==> src/rtl/btn_events.sv <==
// btn_events: per-button synchroniser, debouncer and press/release/long-press classifier.
// Define BTN_AUTOREPEAT_EN to emit repeating press pulses while a button is held past the long-press time.
module btn_events #(
    parameter int NUM_BTN         = 3,
    parameter int DEBOUNCE_CYCLES = 1_000_000,
    parameter int LONG_CYCLES     = 100_000_000,
    parameter int REPEAT_CYCLES   = 25_000_000
) (
    input  logic               clk,
    input  logic               rst,
    input  logic [NUM_BTN-1:0] btn_raw,
    output logic [NUM_BTN-1:0] btn_level,
    output logic [NUM_BTN-1:0] press_pulse,
    output logic [NUM_BTN-1:0] release_pulse,
    output logic [NUM_BTN-1:0] long_pulse
);

    localparam int DB_W = $clog2(DEBOUNCE_CYCLES);
`ifdef BTN_AUTOREPEAT_EN
    localparam int HOLD_MAX = (LONG_CYCLES > REPEAT_CYCLES) ? LONG_CYCLES : REPEAT_CYCLES;
`else
    localparam int HOLD_MAX = LONG_CYCLES;
`endif
    localparam int HOLD_W = $clog2(HOLD_MAX);

    localparam logic [DB_W-1:0]   DB_LAST   = DB_W'(DEBOUNCE_CYCLES - 1);
    localparam logic [HOLD_W-1:0] LONG_LAST = HOLD_W'(LONG_CYCLES - 1);
`ifdef BTN_AUTOREPEAT_EN
    localparam logic [HOLD_W-1:0] REP_LAST  = HOLD_W'(REPEAT_CYCLES - 1);
`endif

    if (DEBOUNCE_CYCLES < 2 || LONG_CYCLES <= DEBOUNCE_CYCLES || REPEAT_CYCLES < 1) begin : g_bad_params
        $error("btn_events: illegal timing parameters");
    end

    typedef enum logic [1:0] {
        ST_RELEASED,
        ST_HELD,
        ST_LONG
    } st_t;

    logic [NUM_BTN-1:0] s1;
    logic [NUM_BTN-1:0] s2;

    always_ff @(posedge clk) begin
        if (!rst) begin
            s1 <= '0;
            s2 <= '0;
        end else begin
            s1 <= btn_raw;
            s2 <= s1;
        end
    end

    for (genvar i = 0; i < NUM_BTN; i++) begin : g_ch
        logic [DB_W-1:0]   db_cnt;
        logic              level_q;
        logic              flip;
        logic              rise;
        logic              fall;
        st_t               st;
        st_t               st_nxt;
        logic [HOLD_W-1:0] hold_cnt;
        logic [HOLD_W-1:0] hold_nxt;
        logic              press_q;
        logic              release_q;
        logic              long_q;
        logic              press_nxt;
        logic              release_nxt;
        logic              long_nxt;

        // The level flips on the edge where the disagreement has lasted DEBOUNCE_CYCLES cycles.
        assign flip = (s2[i] != level_q) && (db_cnt == DB_LAST);
        assign rise = flip & s2[i];
        assign fall = flip & ~s2[i];

        always_ff @(posedge clk) begin
            if (!rst) begin
                db_cnt  <= '0;
                level_q <= 1'b0;
            end else if (s2[i] == level_q || flip) begin
                db_cnt <= '0;
                if (flip) begin
                    level_q <= s2[i];
                end
            end else begin
                db_cnt <= db_cnt + DB_W'(1);
            end
        end

        always_comb begin
            st_nxt      = st;
            hold_nxt    = hold_cnt;
            press_nxt   = 1'b0;
            release_nxt = 1'b0;
            long_nxt    = 1'b0;
            case (st)
                ST_RELEASED: begin
                    if (rise) begin
                        st_nxt    = ST_HELD;
                        press_nxt = 1'b1;
                        hold_nxt  = '0;
                    end
                end
                ST_HELD: begin
                    if (fall) begin
                        st_nxt      = ST_RELEASED;
                        release_nxt = 1'b1;
                    end else if (hold_cnt == LONG_LAST) begin
                        st_nxt   = ST_LONG;
                        long_nxt = 1'b1;
                        hold_nxt = '0;
                    end else begin
                        hold_nxt = hold_cnt + HOLD_W'(1);
                    end
                end
                ST_LONG: begin
                    // A release wins over a repeat expiry landing on the same cycle.
                    if (fall) begin
                        st_nxt      = ST_RELEASED;
                        release_nxt = 1'b1;
                    end
`ifdef BTN_AUTOREPEAT_EN
                    else if (hold_cnt == REP_LAST) begin
                        press_nxt = 1'b1;
                        hold_nxt  = '0;
                    end else begin
                        hold_nxt = hold_cnt + HOLD_W'(1);
                    end
`endif
                end
                default: begin
                    st_nxt = ST_RELEASED;
                end
            endcase
        end

        always_ff @(posedge clk) begin
            if (!rst) begin
                st        <= ST_RELEASED;
                hold_cnt  <= '0;
                press_q   <= 1'b0;
                release_q <= 1'b0;
                long_q    <= 1'b0;
            end else begin
                st        <= st_nxt;
                hold_cnt  <= hold_nxt;
                press_q   <= press_nxt;
                release_q <= release_nxt;
                long_q    <= long_nxt;
            end
        end

        assign btn_level[i]     = level_q;
        assign press_pulse[i]   = press_q;
        assign release_pulse[i] = release_q;
        assign long_pulse[i]    = long_q;
    end

endmodule

==> config.mk <==
export PLATFORM = sky130hd
export DESIGN_NAME = btn_events
export DESIGN_NICKNAME = d
export VERILOG_FILES = /design/src/rtl/btn_events.sv
export SDC_FILE = /design/constraint.sdc
export NUM_CORES = 1
export LEC_CHECK = 0
export ABC_AREA = 1
export CORE_MARGIN = 4
export CORE_UTILIZATION = 55
export DETAILED_ROUTE_END_ITERATION = 10
export PLACE_DENSITY = 0.83
export SYNTH_ARGS = -nofsm -noshare
export SYNTH_HDL_FRONTEND = slang
export SYNTH_SLANG_ARGS = --single-unit
==> constraint.sdc <==
create_clock -name clk -period 2.3 [get_ports clk]
set_input_delay 0.46 -clock clk [delete_from_list [all_inputs] [get_ports clk]]
set_output_delay 0.46 -clock clk [all_outputs]
set_load 0.03 [all_outputs]
---- Word level (Yosys, flattened, before mapping) ----
Index checks and enable logic that the tools add are counted.
cells by class
  equal/unequal tests ..................... 30
  muxes and demuxes ....................... 36
  add/subtract/negate cells ............... 6
  bitwise logic cells ..................... 13
  reductions and logical operators ........ 36
operators with widths
  kind                     number
  $mux W27                 9
  $pmux W27 S2             3
  $add A27 B1 Y27 const B  3
  $eq A27 B27 Y1 const B   3
  $add A20 B1 Y20 const B  3
  $eq A20 B20 Y1 const B   3
  $mux W2                  12
  $ne A2 B2 Y1 const B     9
  $pmux W2 S3              3
  $reduce_and A2 Y1        9
  $reduce_and A3 Y1        6
  $reduce_or A2 Y1         6
  $mux W1                  9
  $ne A3 B3 Y1 const B     3
  $reduce_or A3 Y1         3
  $not A1 Y1               7
  $and A1 B1 Y1            6
  $eq A2 B1 Y1 const B     3
  $eq A2 B2 Y1 const B     3
  $logic_not A2 Y1         3
  $reduce_bool A2 Y1       3
  $eq A1 B1 Y1             3
  $logic_and A1 B1 Y1      3
  $logic_or A1 B1 Y1       3
  $ne A1 B1 Y1             3
word-level totals
  register bits after elaboration ......... 165
  output and inout bits ................... 12
  bits of input ports ..................... 5

---- Logic depth before layout (Yosys ltp) ----
  word-level depth ........................ 5
  depth in mapped cells ................... 14
  mapped depth without buffers ............ 13

---- Worst setup path before layout ----
No wires, ideal clock.
  path kind ............................... flip-flop to flip-flop
  start point ............................. register g_ch[0].hold_cnt[0]
  end point ............................... register g_ch[0].st[1]
  buffers on the path ..................... 0
  clock period less this slack ............ 1767 ps
  cell stages (with the launch flop) ...... 13
  arrival time ............................ 1654 ps
  setup time .............................. 113 ps
  path slack .............................. 533 ps
  cells stage by stage .................... dfxtp_1 > ha_1 > inv_1 > nor2_2 > nand2_1 > nor2_1 > nand3_1 > nand2_2 > nand2_1 > nand2_1 > nand2_1 > nor2_1 > nor2_1
between the ends
  word-level cells in the longest chain between the ends .. 3
RTL lines
  what                                RTL line  source
  start, declared                     63        logic [HOLD_W-1:0] hold_cnt;
  start signal, assigned              147       hold_cnt <= hold_nxt;
  $eq A27 B27 Y1                      109       end else if (hold_cnt == LONG_LAST) begin
  $ne A3 B3 Y1 (no source line)       -
  $reduce_and A3 Y1 (no source line)  -
  end signal, assigned                146       st <= st_nxt;
  end, declared                       61        st_t st;
Every way passes these cells.
A chain may end at the register's enable or synchronous reset.

---- Worst setup path in the final report ----
  start point ............................. register g_ch[2].hold_cnt[1]
  end point ............................... register g_ch[2].hold_cnt[26]
between the ends
  word-level cells in the longest chain between the ends .. 4
  elaborated cells on any way between the ends .. 5
  classes of those cells .................. 1 x add/sub; 1 x eq/ne; 3 x mux
RTL lines
  what                                                      RTL line  source
  start, declared                                           63
  start signal, assigned                                    147
  $add A27 B1 Y27 / $eq A27 B27 Y1 (equally long branches)  114, 109
  $mux W27 *                                                109
  $mux W27 *                                                106       if (fall) begin
  $pmux W27 S2 *                                            97        case (st)
Every way passes the cells marked *; elsewhere a longest branch is shown, timed or not. The select of a mux whose other input is x is not followed.

==> results.md <==
- Status: completed
- Clock Tree Root: clkbuf_16
- Initial antenna violation count: 0
- Min Hold Slack: 0.396 ns
- RSZ-0062 raised after global routing: false
- CTS Buf Count: 17
- Crit-path max FO: 7
- Iter 0 DRT Violations: 918
- Vias per inst: 5.32
- R2r startpoint: g_ch[2].hold_cnt[1]
- Fmax: 481 MHz
- CTS H-tree depth: 4
- Slew Viols, Final: 0
- Critical path type: reg2reg
- Die width: 142 µm
- Leakage: 0.00382 µW
- Port-buffer cells: 16
- First-pass GRT wire length: 40800 µm
- Ports: 17
- Clock skew: 0.0112 ns
- Gp weighted congestion: 0.945
- Hold Buf Count CTS: 0
- Longest Clk Path Bufs: 2
- Die ar.: 20300 µm²
- Power per cell area: 529 nW/µm²
- Busiest metal layer after global routing: met2
- Fin Setup TNS: 0 ns
- Max cap viols: 0
- Vias in the first global route: 9273
- Hold_sp: rst
- Ant. Diodes: 0
- Grt total ovfl: 0
- Final hold violations: 0
- # DRC: 0
- Crit path DAT: 2.40 ns
- CP startpoint kind: flip-flop
- Worst R2R End: g_ch[2].hold_cnt[26]
- Distinct cells, synth: 37
- Hold Path Class: in2reg
- DR vias: 9825
- Post-Synthesis Cell Area: 9940 µm²
- Setup bufs post-CTS: 0
- Antenna viol nets, final: 0
- Layout area overhead: 8.73%
- Grt met1 use: 29.7%
- GRT Total Usage: 23.5%
- Wirelength per Cell: 12.5 µm
- Post-Synthesis Cells: 1608
- Ys Warns: 0
- Synthesized Nets: 1628
- Critical path capture point type: flip-flop
- Post-cts sizing count: 0
- Worst Hold Depth: 3
- Register bit total from synthesis: 165
- Largest net degree at the start of global routing: 53
- WHS Endpoint: g_ch[2].press_q
- Final period utilization: 90.4%
- Worst-Margin Slew: 0.678 ns
- Tmin final: 2.08 ns
- Worst VDD drop: 556 µV
- Die Ht: 142 µm
- Fraction of layout cells with a size suffix above 1: 6.10%
- DP HPWL: 16300 µm
- Routing usage on met2: 40.7%
- Initial Util: 56.7%
- Max_slew headroom: 54.7%
- Clock slew at reported path FFs: 0.07 ns
- Detailed Routing Iterations Pass 1: 6
- TritonCTS clock tree: done
- Drt total wl: 23100 µm
- FF-to-FF setup slack: 0.22 ns
- Syn Area/Cell: 6.18 µm²
- Core area: 17500 µm²
- Reg2Reg Depth: 10
- Fin nets: 1630
- Worst-Skew Late Latency: 0.43 ns
- Worst Path Required: 2.62 ns
- Final setup vio count: 0
- GR Layer Usage met3: 4.40%
- FP Rows: 48
- Seq/Total Area, Yosys: 33.2%
- Total clock sinks: 165
-- cell type report --
type | count | area (µm²)
clock buffers | 19 | 433
clock inverters | 13 | 140
fillers | 1644 | 6720
inverters | 196 | 739
multi-input cells | 1193 | 5590
flip-flops and latches | 165 | 3300
well taps | 225 | 282
repair buffers | 36 | 318
repair inverters | 1 | 7.51
-- metal layers --
metal  routed length [µm]  up-vias
li1                     -     5091
met5                    0        -
met2                11100      262
met4                  461        0
met3                 1110       45
met1                10500     4427
-- logic make-up after synthesis --
family / count (synthesis) / share of synthesized area, %
adder cells (fa/ha/maj): 15 / 1.89
AO/OA/AOI/OAI: 133 / 7.23
buffers and inverters: 250 / 10.6
AND/OR/NAND/NOR: 1006 / 43.6
flip-flops: 165 / 33.2
XOR/XNOR: 39 / 3.43
-- state kept, by name, summed over array words and instances, names as in the netlist --
name            count
g_ch.release_q      3
g_ch.st             6
g_ch.level_q        3
g_ch.press_q        3
g_ch.long_q         3
s1                  3
g_ch.hold_cnt      81
g_ch.db_cnt        60
s2                  3
-- worst max-delay path, stage by stage, from the launching register on --
cell and delay, ns:
dfxtp_1 0.38, ha_1 0.29, nand3_1 0.16, nor2_1 0.22, nand3_1 0.16, nor3_1 0.41, nand2_1 0.10, nand2_1 0.09
nand3_1 0.06, nand2_1 0.06, a21oi_1 0.04
-- synthesized netlist by cell type (all sizes together) --
| cell | number | area [µm²] |
|---|---|---|
| a21oi | 91 | 455 |
| clkinv | 3 | 11.3 |
| inv | 193 | 724 |
| ha | 15 | 188 |
| nand3b | 5 | 37.5 |
| nor3b | 20 | 150 |
| xor2 | 30 | 263 |
| o21a | 4 | 30.0 |
| nor4 | 8 | 50.1 |
| nand2 | 440 | 1680 |
| dfxtp | 165 | 3300 |
| a211oi | 1 | 7.51 |
| or2 | 11 | 68.8 |
| o21ai | 31 | 181 |
| clkbuf | 18 | 68.8 |
| buf | 36 | 254 |
| o21bai | 5 | 37.5 |
| o211ai | 1 | 7.51 |
| nand3 | 144 | 736 |
| and3 | 6 | 37.5 |
| nor3 | 49 | 265 |
| nand4 | 32 | 200 |
| xnor2 | 9 | 78.8 |
| nor2 | 291 | 1110 |
-- stage by stage --
stage                     util, %  setup WS [ns]  cell area [µm²]  power (µW)  cells
after floorplan                 -          0.533             9940        2980   1608
after global placement       58.3          0.272            10200        3010   1815
after detailed placement     58.3          0.201            10200        3010   1815
after CTS                    61.6          0.180            10800        5780   1847
after global routing         61.7        0.00218            10800        5940   1848
final                        61.7          0.220            10800        5720   1848
-- power by group --
part	internal, µW	switching [µW]	total, µW
clock network	1530	1240	2770
registers	2860	3.46	2870
logic	21.2	57.8	79.0
-- layout by cell type, fill, tap and decap left out, types with 3 or more instances in the layout --
cell / n
a21oi_1: 91
and3_1: 6
buf_4: 19
clkbuf_16: 17
clkdlybuf4s50_1: 15
clkinv_4: 3
clkinvlp_4: 3
dfxtp_1: 165
ha_1: 15
inv_1: 185
inv_2: 8
inv_6: 3
inv_8: 4
nand2_1: 431
nand2_2: 7
nand3_1: 141
nand3_2: 3
nand3b_1: 5
nand4_1: 32
nor2_1: 283
nor2_2: 8
nor3_1: 45
nor3_2: 4
nor3b_1: 20
nor4_1: 8
o21a_1: 4
o21ai_0: 27
o21bai_1: 5
or2_2: 11
xnor2_1: 9
xor2_1: 30
-- worst max-delay path by stage --
stage	from	end	slack (ns)	cells past startpoint
after floorplan	g_ch[0].hold_cnt[0]	g_ch[0].st[1]	0.53	12
after global placement	g_ch[1].hold_cnt[0]	g_ch[1].hold_cnt[24]	0.27	11
after detailed placement	g_ch[1].hold_cnt[0]	g_ch[1].hold_cnt[23]	0.20	12
after CTS	g_ch[1].hold_cnt[0]	g_ch[1].hold_cnt[23]	0.18	12
after global routing	g_ch[2].hold_cnt[1]	g_ch[2].hold_cnt[26]	0.002	10
final	g_ch[2].hold_cnt[1]	g_ch[2].hold_cnt[26]	0.22	10
Power figures use the tool's default switching activity.
